===== src/rtl/stack_mem_pkg.sv =====
// Shared types and constants for the stack CPU memory arbiter and its datapath.
package stack_mem_pkg;

    localparam int DEF_AW = 5;
    localparam int DEF_DW = 8;

    typedef enum logic [1:0] {
        ST_IDLE   = 2'd0,
        ST_ACCESS = 2'd1,
        ST_WAIT   = 2'd2,
        ST_RESP   = 2'd3
    } state_e;

    localparam logic PORT_CPU = 1'b0;
    localparam logic PORT_LDR = 1'b1;

endpackage


===== src/rtl/rr_arbiter2.sv =====
// Two-way round-robin pick: a lone requester wins, a tie goes to the port that did not win last.
module rr_arbiter2
    import stack_mem_pkg::*;
(
    input  logic [1:0] req,
    input  logic       last_owner,
    output logic       any,
    output logic       winner
);

    always_comb begin
        any    = |req;
        winner = PORT_CPU;
        case (req)
            2'b01:   winner = PORT_CPU;
            2'b10:   winner = PORT_LDR;
            2'b11:   winner = ~last_owner;
            default: winner = PORT_CPU;
        endcase
    end

endmodule


===== src/rtl/stack_mem_arbiter.sv =====
// Shares the single-port unified memory of the stack CPU between the CPU (port 0)
// and the loader/debug path (port 1), one fixed-latency transaction at a time.
module stack_mem_arbiter
    import stack_mem_pkg::*;
#(
    parameter int AW      = DEF_AW,
    parameter int DW      = DEF_DW,
    parameter int MEM_LAT = 1
) (
    input  logic          clk,
    input  logic          rst,
    input  logic          c_req,
    input  logic          c_we,
    input  logic [AW-1:0] c_addr,
    input  logic [DW-1:0] c_wdata,
    output logic          c_gnt,
    output logic          c_done,
    output logic [DW-1:0] c_rdata,
    input  logic          l_req,
    input  logic          l_we,
    input  logic [AW-1:0] l_addr,
    input  logic [DW-1:0] l_wdata,
    output logic          l_gnt,
    output logic          l_done,
    output logic [DW-1:0] l_rdata,
    output logic          mem_en,
    output logic          mem_we,
    output logic [AW-1:0] mem_addr,
    output logic [DW-1:0] mem_wdata,
    input  logic [DW-1:0] mem_rdata,
    output logic          busy,
    output logic          owner
);

    generate
        if (MEM_LAT < 1 || MEM_LAT > 4) begin : g_bad_mem_lat
            $error("stack_mem_arbiter: MEM_LAT must lie in 1..4 (3-bit latency counter)");
        end
    endgenerate

    localparam logic [2:0] LAT_INIT = 3'(MEM_LAT);

    state_e        state_q, state_d;
    logic          owner_q, owner_d;
    logic          we_q, we_d;
    logic [AW-1:0] addr_q, addr_d;
    logic [DW-1:0] wdata_q, wdata_d;
    logic [2:0]    cnt_q, cnt_d;
    logic [DW-1:0] rbuf_q, rbuf_d;
    logic [DW-1:0] c_rdata_q, c_rdata_d;
    logic [DW-1:0] l_rdata_q, l_rdata_d;

    logic arb_any;
    logic arb_winner;

    rr_arbiter2 u_rr (
        .req        ({l_req, c_req}),
        .last_owner (owner_q),
        .any        (arb_any),
        .winner     (arb_winner)
    );

    always_comb begin
        // NOTE: every _d starts as its _q so no branch can leave a latch behind.
        state_d   = state_q;
        owner_d   = owner_q;
        we_d      = we_q;
        addr_d    = addr_q;
        wdata_d   = wdata_q;
        cnt_d     = cnt_q;
        rbuf_d    = rbuf_q;
        c_rdata_d = c_rdata_q;
        l_rdata_d = l_rdata_q;

        case (state_q)
            ST_IDLE: begin
                if (arb_any) begin
                    owner_d = arb_winner;
                    we_d    = (arb_winner == PORT_LDR) ? l_we    : c_we;
                    addr_d  = (arb_winner == PORT_LDR) ? l_addr  : c_addr;
                    wdata_d = (arb_winner == PORT_LDR) ? l_wdata : c_wdata;
                    state_d = ST_ACCESS;
                end
            end
            ST_ACCESS: begin
                cnt_d   = LAT_INIT;
                state_d = ST_WAIT;
            end
            ST_WAIT: begin
                cnt_d = cnt_q - 3'd1;
                // Count 1 marks the cycle the memory presents read data.
                if (cnt_q == 3'd1) begin
                    if (!we_q) begin
                        rbuf_d = mem_rdata;
                    end
                    state_d = ST_RESP;
                end
            end
            ST_RESP: begin
                if (!we_q) begin
                    if (owner_q == PORT_LDR) begin
                        l_rdata_d = rbuf_q;
                    end else begin
                        c_rdata_d = rbuf_q;
                    end
                end
                state_d = ST_IDLE;
            end
            default: state_d = ST_IDLE;
        endcase
    end

    always_ff @(posedge clk or posedge rst) begin
        if (rst) begin
            state_q   <= ST_IDLE;
            owner_q   <= PORT_LDR;
            we_q      <= 1'b0;
            addr_q    <= '0;
            wdata_q   <= '0;
            cnt_q     <= '0;
            rbuf_q    <= '0;
            c_rdata_q <= '0;
            l_rdata_q <= '0;
        end else begin
            // NOTE: non-blocking updates so every flop samples pre-edge values.
            state_q   <= state_d;
            owner_q   <= owner_d;
            we_q      <= we_d;
            addr_q    <= addr_d;
            wdata_q   <= wdata_d;
            cnt_q     <= cnt_d;
            rbuf_q    <= rbuf_d;
            c_rdata_q <= c_rdata_d;
            l_rdata_q <= l_rdata_d;
        end
    end

    logic in_access;
    logic in_resp;
    logic rd_resp;

    assign in_access = (state_q == ST_ACCESS);
    assign in_resp   = (state_q == ST_RESP);
    assign rd_resp   = in_resp && !we_q;

    assign c_gnt     = in_access && (owner_q == PORT_CPU);
    assign l_gnt     = in_access && (owner_q == PORT_LDR);
    assign c_done    = in_resp && (owner_q == PORT_CPU);
    assign l_done    = in_resp && (owner_q == PORT_LDR);

    // Read data is forwarded from the buffer during RESP so it is valid alongside done.
    assign c_rdata   = (rd_resp && owner_q == PORT_CPU) ? rbuf_q : c_rdata_q;
    assign l_rdata   = (rd_resp && owner_q == PORT_LDR) ? rbuf_q : l_rdata_q;

    assign mem_en    = in_access;
    assign mem_we    = in_access && we_q;
    assign mem_addr  = addr_q;
    assign mem_wdata = wdata_q;
    assign busy      = (state_q != ST_IDLE);
    assign owner     = owner_q;

endmodule


===== config.mk =====
export PLATFORM = sky130hd
export DESIGN_NAME = stack_mem_arbiter
export DESIGN_NICKNAME = d
export VERILOG_FILES = /design/src/rtl/stack_mem_pkg.sv /design/src/rtl/rr_arbiter2.sv /design/src/rtl/stack_mem_arbiter.sv
export SDC_FILE = /design/constraint.sdc
export NUM_CORES = 1
export LEC_CHECK = 0
export CAP_MARGIN = 10
export CORE_MARGIN = 3
export CORE_UTILIZATION = 59
export DETAILED_ROUTE_END_ITERATION = 10
export DONT_BUFFER_PORTS = 1
export MAX_ROUTING_LAYER = met4
export PLACE_DENSITY = 0.75
export SLEW_MARGIN = 30
export SYNTH_ARGS = -nofsm -noshare
export SYNTH_HDL_FRONTEND = slang
export SYNTH_HIERARCHICAL = 1
export SYNTH_SLANG_ARGS = --single-unit

===== constraint.sdc =====
create_clock -name clk -period 2.5 [get_ports clk]
set_input_delay 0.5 -clock clk [delete_from_list [all_inputs] [get_ports clk]]
set_output_delay 0.5 -clock clk [all_outputs]
set_load 0.005 [all_outputs]

# Yosys cells after proc, flatten, opt, wreduce, memory -nomap -nowiden

Index checks and enable logic that the tools add are counted.

Input bits: 40
Bits in registers: 44
Output and inout bits: 37
RAM bits: 0
Memories kept: 0
Memory bits (read-only): 0
Logic and storage cells: 48
Bits in latches: 0

Multiply operators: 0
Equal/unequal tests: 8
$lt $le $gt $ge: 0
Shift-type cells: 0
Bitwise gates (word level): 2
Reduce and logical (&&, ||, !) cells: 18
Div/mod/pow operators: 0
Multiplexer cells: 10
Add/sub/neg operators: 1

Operators by type and width:

| cell                | number |
|---|---|
| $mux 8              | 3 |
| $reduce_and 3->1    | 3 |
| $eq 2x2->1 const B  | 4 |
| $logic_and 1x1->1   | 8 |
| $pmux 2 s4          | 1 |
| $pmux 3 s2          | 1 |
| $mux 5              | 1 |
| $mux 2              | 2 |
| $ne 2x2->1 const B  | 2 |
| $reduce_and 2->1    | 2 |
| $reduce_bool 2->1   | 2 |
| $eq 3x1->1 const B  | 1 |
| $sub 3x1->3 const B | 1 |
| $eq 2x1->1 const B  | 1 |
| $logic_not 2->1     | 1 |
| $not 1->1           | 2 |
| $pmux 1 s2          | 1 |
| $reduce_or 2->1     | 1 |
| $logic_not 1->1     | 1 |
| $mux 1              | 1 |

# Depth between registers and ports, before layout

Gate-level depths: netlist of the first run.

Depth after elaboration: 4
Mapped depth: 6
Gate-level depth less buffers: 5

# Modules after synthesis

Netlist of the first run, hierarchy kept.

Modules (own cells, without submodules):

| module            | sequential area each (µm²) | cells each | area each (µm²) | instances |
|---|---|---|---|---|
| stack_mem_arbiter | 1,102.3                    | 165        | 2,135.8         | 1 |
| rr_arbiter2       | 0.0                        | 2          | 13.8            | 1 |

# Worst setup path before layout of the first run

OpenSTA, ideal clock, no wires.

Path type: register to output
Start: reg state_q[1]
End: out c_rdata[0]
Data required time: 2.000 ns
Path slack: 0.586 ns
Arrival: 1.414 ns
Buffers on the path: 1
Cell stages (with the launch flop): 6
Cell sequence: dfrtp_1 > ha_1 > nor2b_1 > nor2b_1 > buf_2 > mux2_2

Cells in the longest elaborated chain, start to end: 4

RTL lines:

| item                   | line                     | source |
|---|---|---|
| start, declared        | stack_mem_arbiter.sv:43  | `state_e state_q, state_d;` |
| start signal, assigned | stack_mem_arbiter.sv:126 | `state_q <= state_d;` |
| $eq 2x2->1             | stack_mem_arbiter.sv:143 | `assign in_resp = (state_q == ST_RESP);` |
| $logic_and 1x1->1      | stack_mem_arbiter.sv:144 | `assign rd_resp = in_resp && !we_q;` |
| $logic_and 1x1->1      | stack_mem_arbiter.sv:152 | `assign c_rdata = (rd_resp && owner_q == PORT_CPU) ? rbuf_q : c_rdata_q;` |
| $mux 8                 | stack_mem_arbiter.sv:152 |  |
| end, declared          | stack_mem_arbiter.sv:18  | `output logic [DW-1:0] c_rdata,` |

No other way between the ends.

# Worst setup path in the final report of the first run

Start: reg state_q[1]
End: out c_rdata[4]

The elaborated chain is that of the path after synthesis.

==> run_results.csv, run 1 <==
group,metric,value,unit
synthesis,synth_edf_count,0,
critical_path,critPathKind,"reg -> out",
synthesis,syn-num-nets,215,
sta,fin_crit_sh,0.9545,
grt,antenna_found_initial,0,
routing,drc,0,
clock_network,h-tree-depth,2,
die,core,3416,µm²
clock_network,ctsHoldBuffers,0,
sta,fmax,419.1,MHz
final_layout,syn_to_final_growth,7.334,%
sta,slew_violations,0,
synthesis,synth_most_common_cell,"dfrtp_1",
die,fp.dieW,66.36,µm
critical_path,worstRegToRegCells,4,
critical_path,r2r-start,"state_q[0]",
sta,hold_viol_final,0,
synthesis,synth_ff_type,"dfrtp_1",
grt,grt_max_degree,28,
synthesis,yosysTopAreaCell,"dfrtp_1",
critical_path,rr_endpoint,"rbuf_q[3]",
synthesis,syn_avg_cell_area,12.87,µm²
power_and_ir_drop,ir_drop,0.5850,mV
sta,slew_headroom,0.6337,
place,port_buffers,0,
die,rows,21,
power_and_ir_drop,finalPower,2.982,mW
sta,finClkSkew,0.007221,ns
power_and_ir_drop,seq_power_share,0.451,
die,io_pins,77,
die,die_y,66.36,µm
routing,vias,1243,
clock_network,cts_tree,"yes",
grt,grt_pass1_vias,1290,
routing,wl_per_cell,18.23,µm
sta,period_needed,2.386,ns
synthesis,synth_common_cells,"43 x dfrtp_1, 26 x mux2_2, 15 x mux2i_1, 15 x nor2_1, 14 x a21oi_1",
sta,hold-worst-slack,0.06067,ns
sta,setup_viol,0,
place,dpl.hpwl,3075,µm
power_and_ir_drop,intPower,1.955,mW
synthesis,syn-instance-count,167,
final_layout,final_area,2307,µm²
flow_run,max_cap_viol_count,0,
grt,overflow,0,
routing,drtIter0Drc,36,
grt,grtUsageTotal,0.1958,
routing,routed_wl,3992,µm
synthesis,ys_seq_area_frac,0.5128,
die,die_area,4404,µm²
synthesis,yosysWarnings,6,
power_and_ir_drop,pwr-share-clk,0.160,
synthesis,synth.area.top_cells,"dfrtp_1 50%, mux2_2 14%, mux2_4 7.0%",
critical_path,endpoint_kind,"primary output",
critical_path,cp-start-kind,"flop",
die,start_util,0.6293,
worst_hold_path,min-delay-path-class,"in -> async",
clock_network,cts_buffer_depth,2,
synthesis,async_reset_ff_frac,1.000,
final_layout,nets,220,
clock_network,cts_root_buffer,"clkbuf_4",
synthesis,ys_seq_elements,44,
sta,worst_pin_slew,0.5487,ns
routing,dr.pass1.iters,3,
critical_path,critPathMaxFanout,10,
sta,finalSetupTns,0,ns
place,placed_cell_area,2198,µm²
grt,grt_first_pass_wirelength,6189,µm
place,gp_congestion,0.7666,
power_and_ir_drop,total_leakage_power,1.052,nW
final_layout,nFillCells,251,
clock_network,clk_pin_slew,0.12,ns
power_and_ir_drop,switching_share,0.3444,
routing,drt-vias-per-instance,5.676,
routing,ant_nets,0,
synthesis,synth_cell_types,29,
critical_path,reg2reg_slack,0.65,ns
final_layout,drive_gt1_frac,0.3295,
clock_network,insertion_delay,0.35,ns
clock_network,cts_made_buffers,5,
power_and_ir_drop,combPwrFrac,0.388,
outcome,status,"completed",
synthesis,netlist_area,2150,µm²
final_layout,fin_util,0.6755,
final_layout,antenna_cells,0,
critical_path,worstPathRequired,2.00,ns
clock_network,clock-sinks,44,
synthesis,yosys.area.top_type_share,0.5006,
power_and_ir_drop,p_switching,1.027,mW
power_and_ir_drop,power_density,1292,nW/µm²
critical_path,worstPathArrival,1.89,ns
## registers in the layout, summed over array words and instances (netlist names)
signal / cells
c_rdata_q: 8
cnt_q: 3
state_q: 2
l_rdata_q: 8
mem_addr: 5
mem_wdata: 8
rbuf_q: 8
we_q: 1
owner: 1
## worst max path at each step
stage | startpoint | to | slack (ns)
6_report | state_q[1] | c_rdata[4] | 0.11
5_1_grt | state_q[1] | c_rdata[4] | -0.0008
4_1_cts | state_q[1] | c_rdata[4] | 0.03
3_5_place_dp | state_q[1] | c_rdata[4] | 0.45
3_3_place_gp | state_q[1] | c_rdata[5] | 0.51
2_1_floorplan | state_q[1] | c_rdata[0] | 0.59
## placed cells by master (no fill, tap or decap), types with 3 or more instances in the layout
master / instances
a21oi_1: 14
buf_4: 5
nor2_1: 15
dfrtp_1: 43
mux2_4: 10
inv_1: 6
mux2i_1: 15
clkbuf_4: 5
and2_1: 3
ha_1: 8
mux2_2: 26
## what timing repair did
action | in CTS | in global routing
endpoints found under the setup margin | 0 | 8
buffers inserted | 0 | 1
gates resized for setup | 0 | 2
## layout make-up
| cell class | instances | area, µm² | area share |
|---|---|---|---|
| clock buffer | 7 | 65.06 | 0.02820 |
| multi-input combinational | 108 | 977.2 | 0.4235 |
| inverter | 7 | 26.28 | 0.01139 |
| timing repair buffer | 6 | 48.80 | 0.02115 |
| tap | 46 | 57.56 | 0.02495 |
| sequential | 44 | 1102 | 0.4778 |
| clock inverter | 1 | 30.03 | 0.01302 |
## cells by family after synthesis
group	count (synthesis)	synth area share
multiplexers	51	0.2759
flip-flops	44	0.5128
AND/OR/NAND/NOR	30	0.07916
AO/OA/AOI/OAI	19	0.05006
buffers and inverters	15	0.03550
adder cells (fa/ha/maj)	8	0.04657
## stage by stage
step / cells / worst slack [ns]
2_1_floorplan: 167 / 0.5864
3_3_place_gp: 210 / 0.5140
3_5_place_dp: 210 / 0.4500
4_1_cts: 218 / 0.02891
5_1_grt: 219 / -0.0007969
6_report: 219 / 0.1136
## per-layer routing
| metal | global-route usage | vias to the layer above | share of wire |
|---|---|---|---|
| li1 | - | 589 | - |
| met1 | 0.2126 | 603 | 0.38 |
| met2 | 0.3309 | 45 | 0.53 |
| met3 | 0.07993 | 6 | 0.079 |
| met4 | 0.05330 | 0 | 0.011 |
| met5 | - | - | 0 |
## critical path: stages (launching register included)
cell,delay (ns)
dfrtp_1,0.41
ha_1,0.19
nor2b_2,0.18
nor2b_1,0.19
buf_6,0.18
mux2_2,0.39
## power groups by stage
stage                     Sequential (mW)  Clock (mW)  Combinational, mW
final                                1.34       0.478               1.16
after global routing                 1.39       0.522               1.29
after global placement               1.33           0               1.08
after detailed placement             1.36           0               1.15
after CTS                            1.35       0.495               1.16
after floorplan                      1.27           0              0.979
No activity file was read; power rests on OpenSTA's default activity.
==> run 2: changes to the inputs <==
Settings changed: ABC_AREA set to 1, CORE_UTILIZATION 59 to 50, PLACE_DENSITY 0.75 to unset, SLEW_MARGIN 30 to 25.
==> run 2 against run 1 <==
Synthesized cell count up 54%. Largest power group unchanged. Register-to-register slack better by 0.20 ns. Area after synthesis up 4.5%.
==> run_results.csv, run 2 <==
group,metric,value,unit
outcome,status,"completed",
clock_network,cts_resized,0,
grt,antenna_found_initial,0,
grt,grtUsageTotal,0.1772,
critical_path,worstPathArrival,1.70,ns
clock_network,cts_root_buffer,"clkbuf_8",
synthesis,synth_common_cells,"84 x nand2_1, 43 x dfrtp_1, 38 x inv_1, 20 x o21ai_2, 14 x o211ai_1",
final_layout,nets,305,
synthesis,synth_edf_count,0,
power_and_ir_drop,total_leakage_power,1.278,nW
power_and_ir_drop,p_switching,1.291,mW
clock_network,insertion_delay,0.30,ns
synthesis,synth_cell_types,25,
sta,rsz0062_at_grt,"false",
sta,slew_headroom,0.4974,
sta,worst_pin_slew,0.7539,ns
die,fp.dieW,73.04,µm
final_layout,multi_input_area,930.9,µm²
clock_network,ctsHoldBuffers,0,
synthesis,ys_seq_elements,44,
routing,dr.pass1.iters,4,
power_and_ir_drop,switching_share,0.4148,
synthesis,ys_seq_area_frac,0.4905,
grt,grt_pass1_vias,1536,
final_layout,final_cell_mix,"84 x nand2_1, 43 x dfrtp_1, 37 x inv_1, 20 x o21ai_2, 14 x o211ai_1",
critical_path,worstRegToRegCells,5,
clock_network,cts_made_buffers,5,
place,placed_cell_area,2258,µm²
die,die_area,5335,µm²
sta,slew_violations,0,
routing,drc,0,
place,gp_congestion,0.6980,
die,rows,23,
worst_hold_path,min-delay-path-class,"in -> async",
clock_network,cts_tree,"yes",
routing,wl_per_cell,13.29,µm
critical_path,critPathKind,"reg -> out",
power_and_ir_drop,seq_power_share,0.411,
clock_network,cts_buffer_depth,2,
final_layout,nFillCells,392,
synthesis,yosysTopAreaCell,"dfrtp_1",
place,dpl.hpwl,2995,µm
critical_path,worstPathRequired,2.00,ns
die,core,4173,µm²
synthesis,syn_avg_cell_area,8.744,µm²
routing,drt-vias-per-instance,5.071,
power_and_ir_drop,combPwrFrac,0.406,
die,io_pins,77,
final_layout,antenna_cells,0,
power_and_ir_drop,ir_drop,0.4223,mV
synthesis,async_reset_ff_frac,1.000,
grt,grt_first_pass_wirelength,7141,µm
grt,grt_max_degree,45,
synthesis,synth_ff_type,"dfrtp_1",
power_and_ir_drop,intPower,1.821,mW
synthesis,synth_most_common_cell,"nand2_1",
critical_path,endpoint_kind,"primary output",
power_and_ir_drop,pwr-share-clk,0.183,
synthesis,synth.area.top_cells,"dfrtp_1 48%, nand2_1 14%, o21ai_2 7.8%",
clock_network,post_cts.repair.setup_buffers,0,
sta,finClkSkew,0.008488,ns
final_layout,final_area,2381,µm²
power_and_ir_drop,power_density,1307,nW/µm²
sta,fmax,454.1,MHz
synthesis,syn-instance-count,257,
routing,ant_nets,0,
critical_path,critPathMaxFanout,24,
synthesis,syn-num-nets,305,
grt,overflow,0,
routing,vias,1562,
sta,finalSetupTns,0,ns
clock_network,clk_pin_slew,0.09,ns
synthesis,netlist_area,2247,µm²
sta,setup_viol,0,
sta,fin_crit_sh,0.8809,
synthesis,yosysWarnings,6,
critical_path,cp-start-kind,"flop",
final_layout,drive_gt1_frac,0.1744,
final_layout,syn_to_final_growth,5.958,%
flow_run,max_cap_viol_count,0,
synthesis,yosys.area.top_type_share,0.4788,
routing,drtIter0Drc,98,
final_layout,register_area,1102,µm²
die,die_y,73.04,µm
final_layout,final_common_cell,"nand2_1",
routing,routed_wl,4092,µm
sta,hold_viol_final,0,
sta,period_needed,2.202,ns
place,port_buffers,0,
clock_network,h-tree-depth,2,
die,start_util,0.5385,
clock_network,clock-sinks,44,
run 2: changes by cell type in the layout (fill, tap and decap cells not counted), sizes merged, moves of 12 or more:
cell | previous run | this run
o21ai | 1 | 30
nand2 | 1 | 92
mux2i | 15 | 0
o211ai | 0 | 14
inv | 7 | 39
mux2 | 36 | 0
a21oi | 14 | 2
run 2: cell families after synthesis:
kind of cell	after synthesis	synth area share
DFF	44	0.4905
adders and majority gates	8	0.04455
and+or+nand+nor	110	0.2183
buffers and inverters	49	0.09521
AOI/OAI and AO/OA	46	0.1514
run 2: power groups by stage:
stage | combinational (mW) | clock [mW] | sequential, mW
after floorplan | 1.10 | 0 | 1.24
after global placement | 1.27 | 0 | 1.29
after detailed placement | 1.30 | 0 | 1.29
after CTS | 1.30 | 0.588 | 1.28
after global routing | 1.50 | 0.611 | 1.32
final | 1.26 | 0.571 | 1.28
run 2: layout make-up:
type                            count  share of cell area
Tap cell                           50             0.02627
Clock inverter                      2             0.01629
Clock buffer                        6             0.03468
Inverter                           41             0.06569
Multi-Input combinational cell    164              0.3910
Timing Repair Buffer                1            0.003153
Sequential cell                    44              0.4630
run 2: critical path, cell delays in order (launching register included):
cell      delay (ns)
dfrtp_1         0.43
ha_1            0.21
nand2_1         0.08
clkinv_2        0.08
nand2_4         0.32
nand2_1         0.17
o21ai_2         0.10
run 2: routing by layer:
layer / share of wire / global-route usage / vias to the layer above
met5: 0 / - / -
met4: 0.012 / 0.05533 / 0
met3: 0.084 / 0.05923 / 5
met2: 0.46 / 0.2751 / 58
met1: 0.45 / 0.2183 / 689
li1: - / - / 810
run 2: final timing paths:
path                              startpoint      endpoint  slack [ns]
worst max-delay path              state_q[1]    l_rdata[6]        0.30
worst min-delay path                     rst  l_rdata_q[6]        0.17
worst max register to register         owner          we_q        0.85
worst min register to register     rbuf_q[3]     rbuf_q[3]        0.47
max in group asynchronous                rst    state_q[1]        1.85
min in group clk                mem_rdata[7]     rbuf_q[7]        0.34
run 2: through the flow:
stage / utilization / setup slack (ns) / total power [mW] / std cells / hold WS [ns]
floorplan: - / 0.8525 / 2.343 / 257 / 0.4419
global placement: 0.5412 / 0.6308 / 2.564 / 300 / 0.4556
detailed placement: 0.5412 / 0.5790 / 2.590 / 300 / 0.4604
CTS: 0.5703 / 0.2439 / 3.168 / 308 / 0.3006
global route: 0.5706 / 0.1446 / 3.426 / 308 / 0.2522
finish: 0.5706 / 0.2976 / 3.112 / 308 / 0.1715
==> run 3: changes to the inputs <==
Settings changed: TNS_END_PERCENT set to 10.
==> results of run 3 <==
Final layout, timing and power as in run 2 (identical DEF).
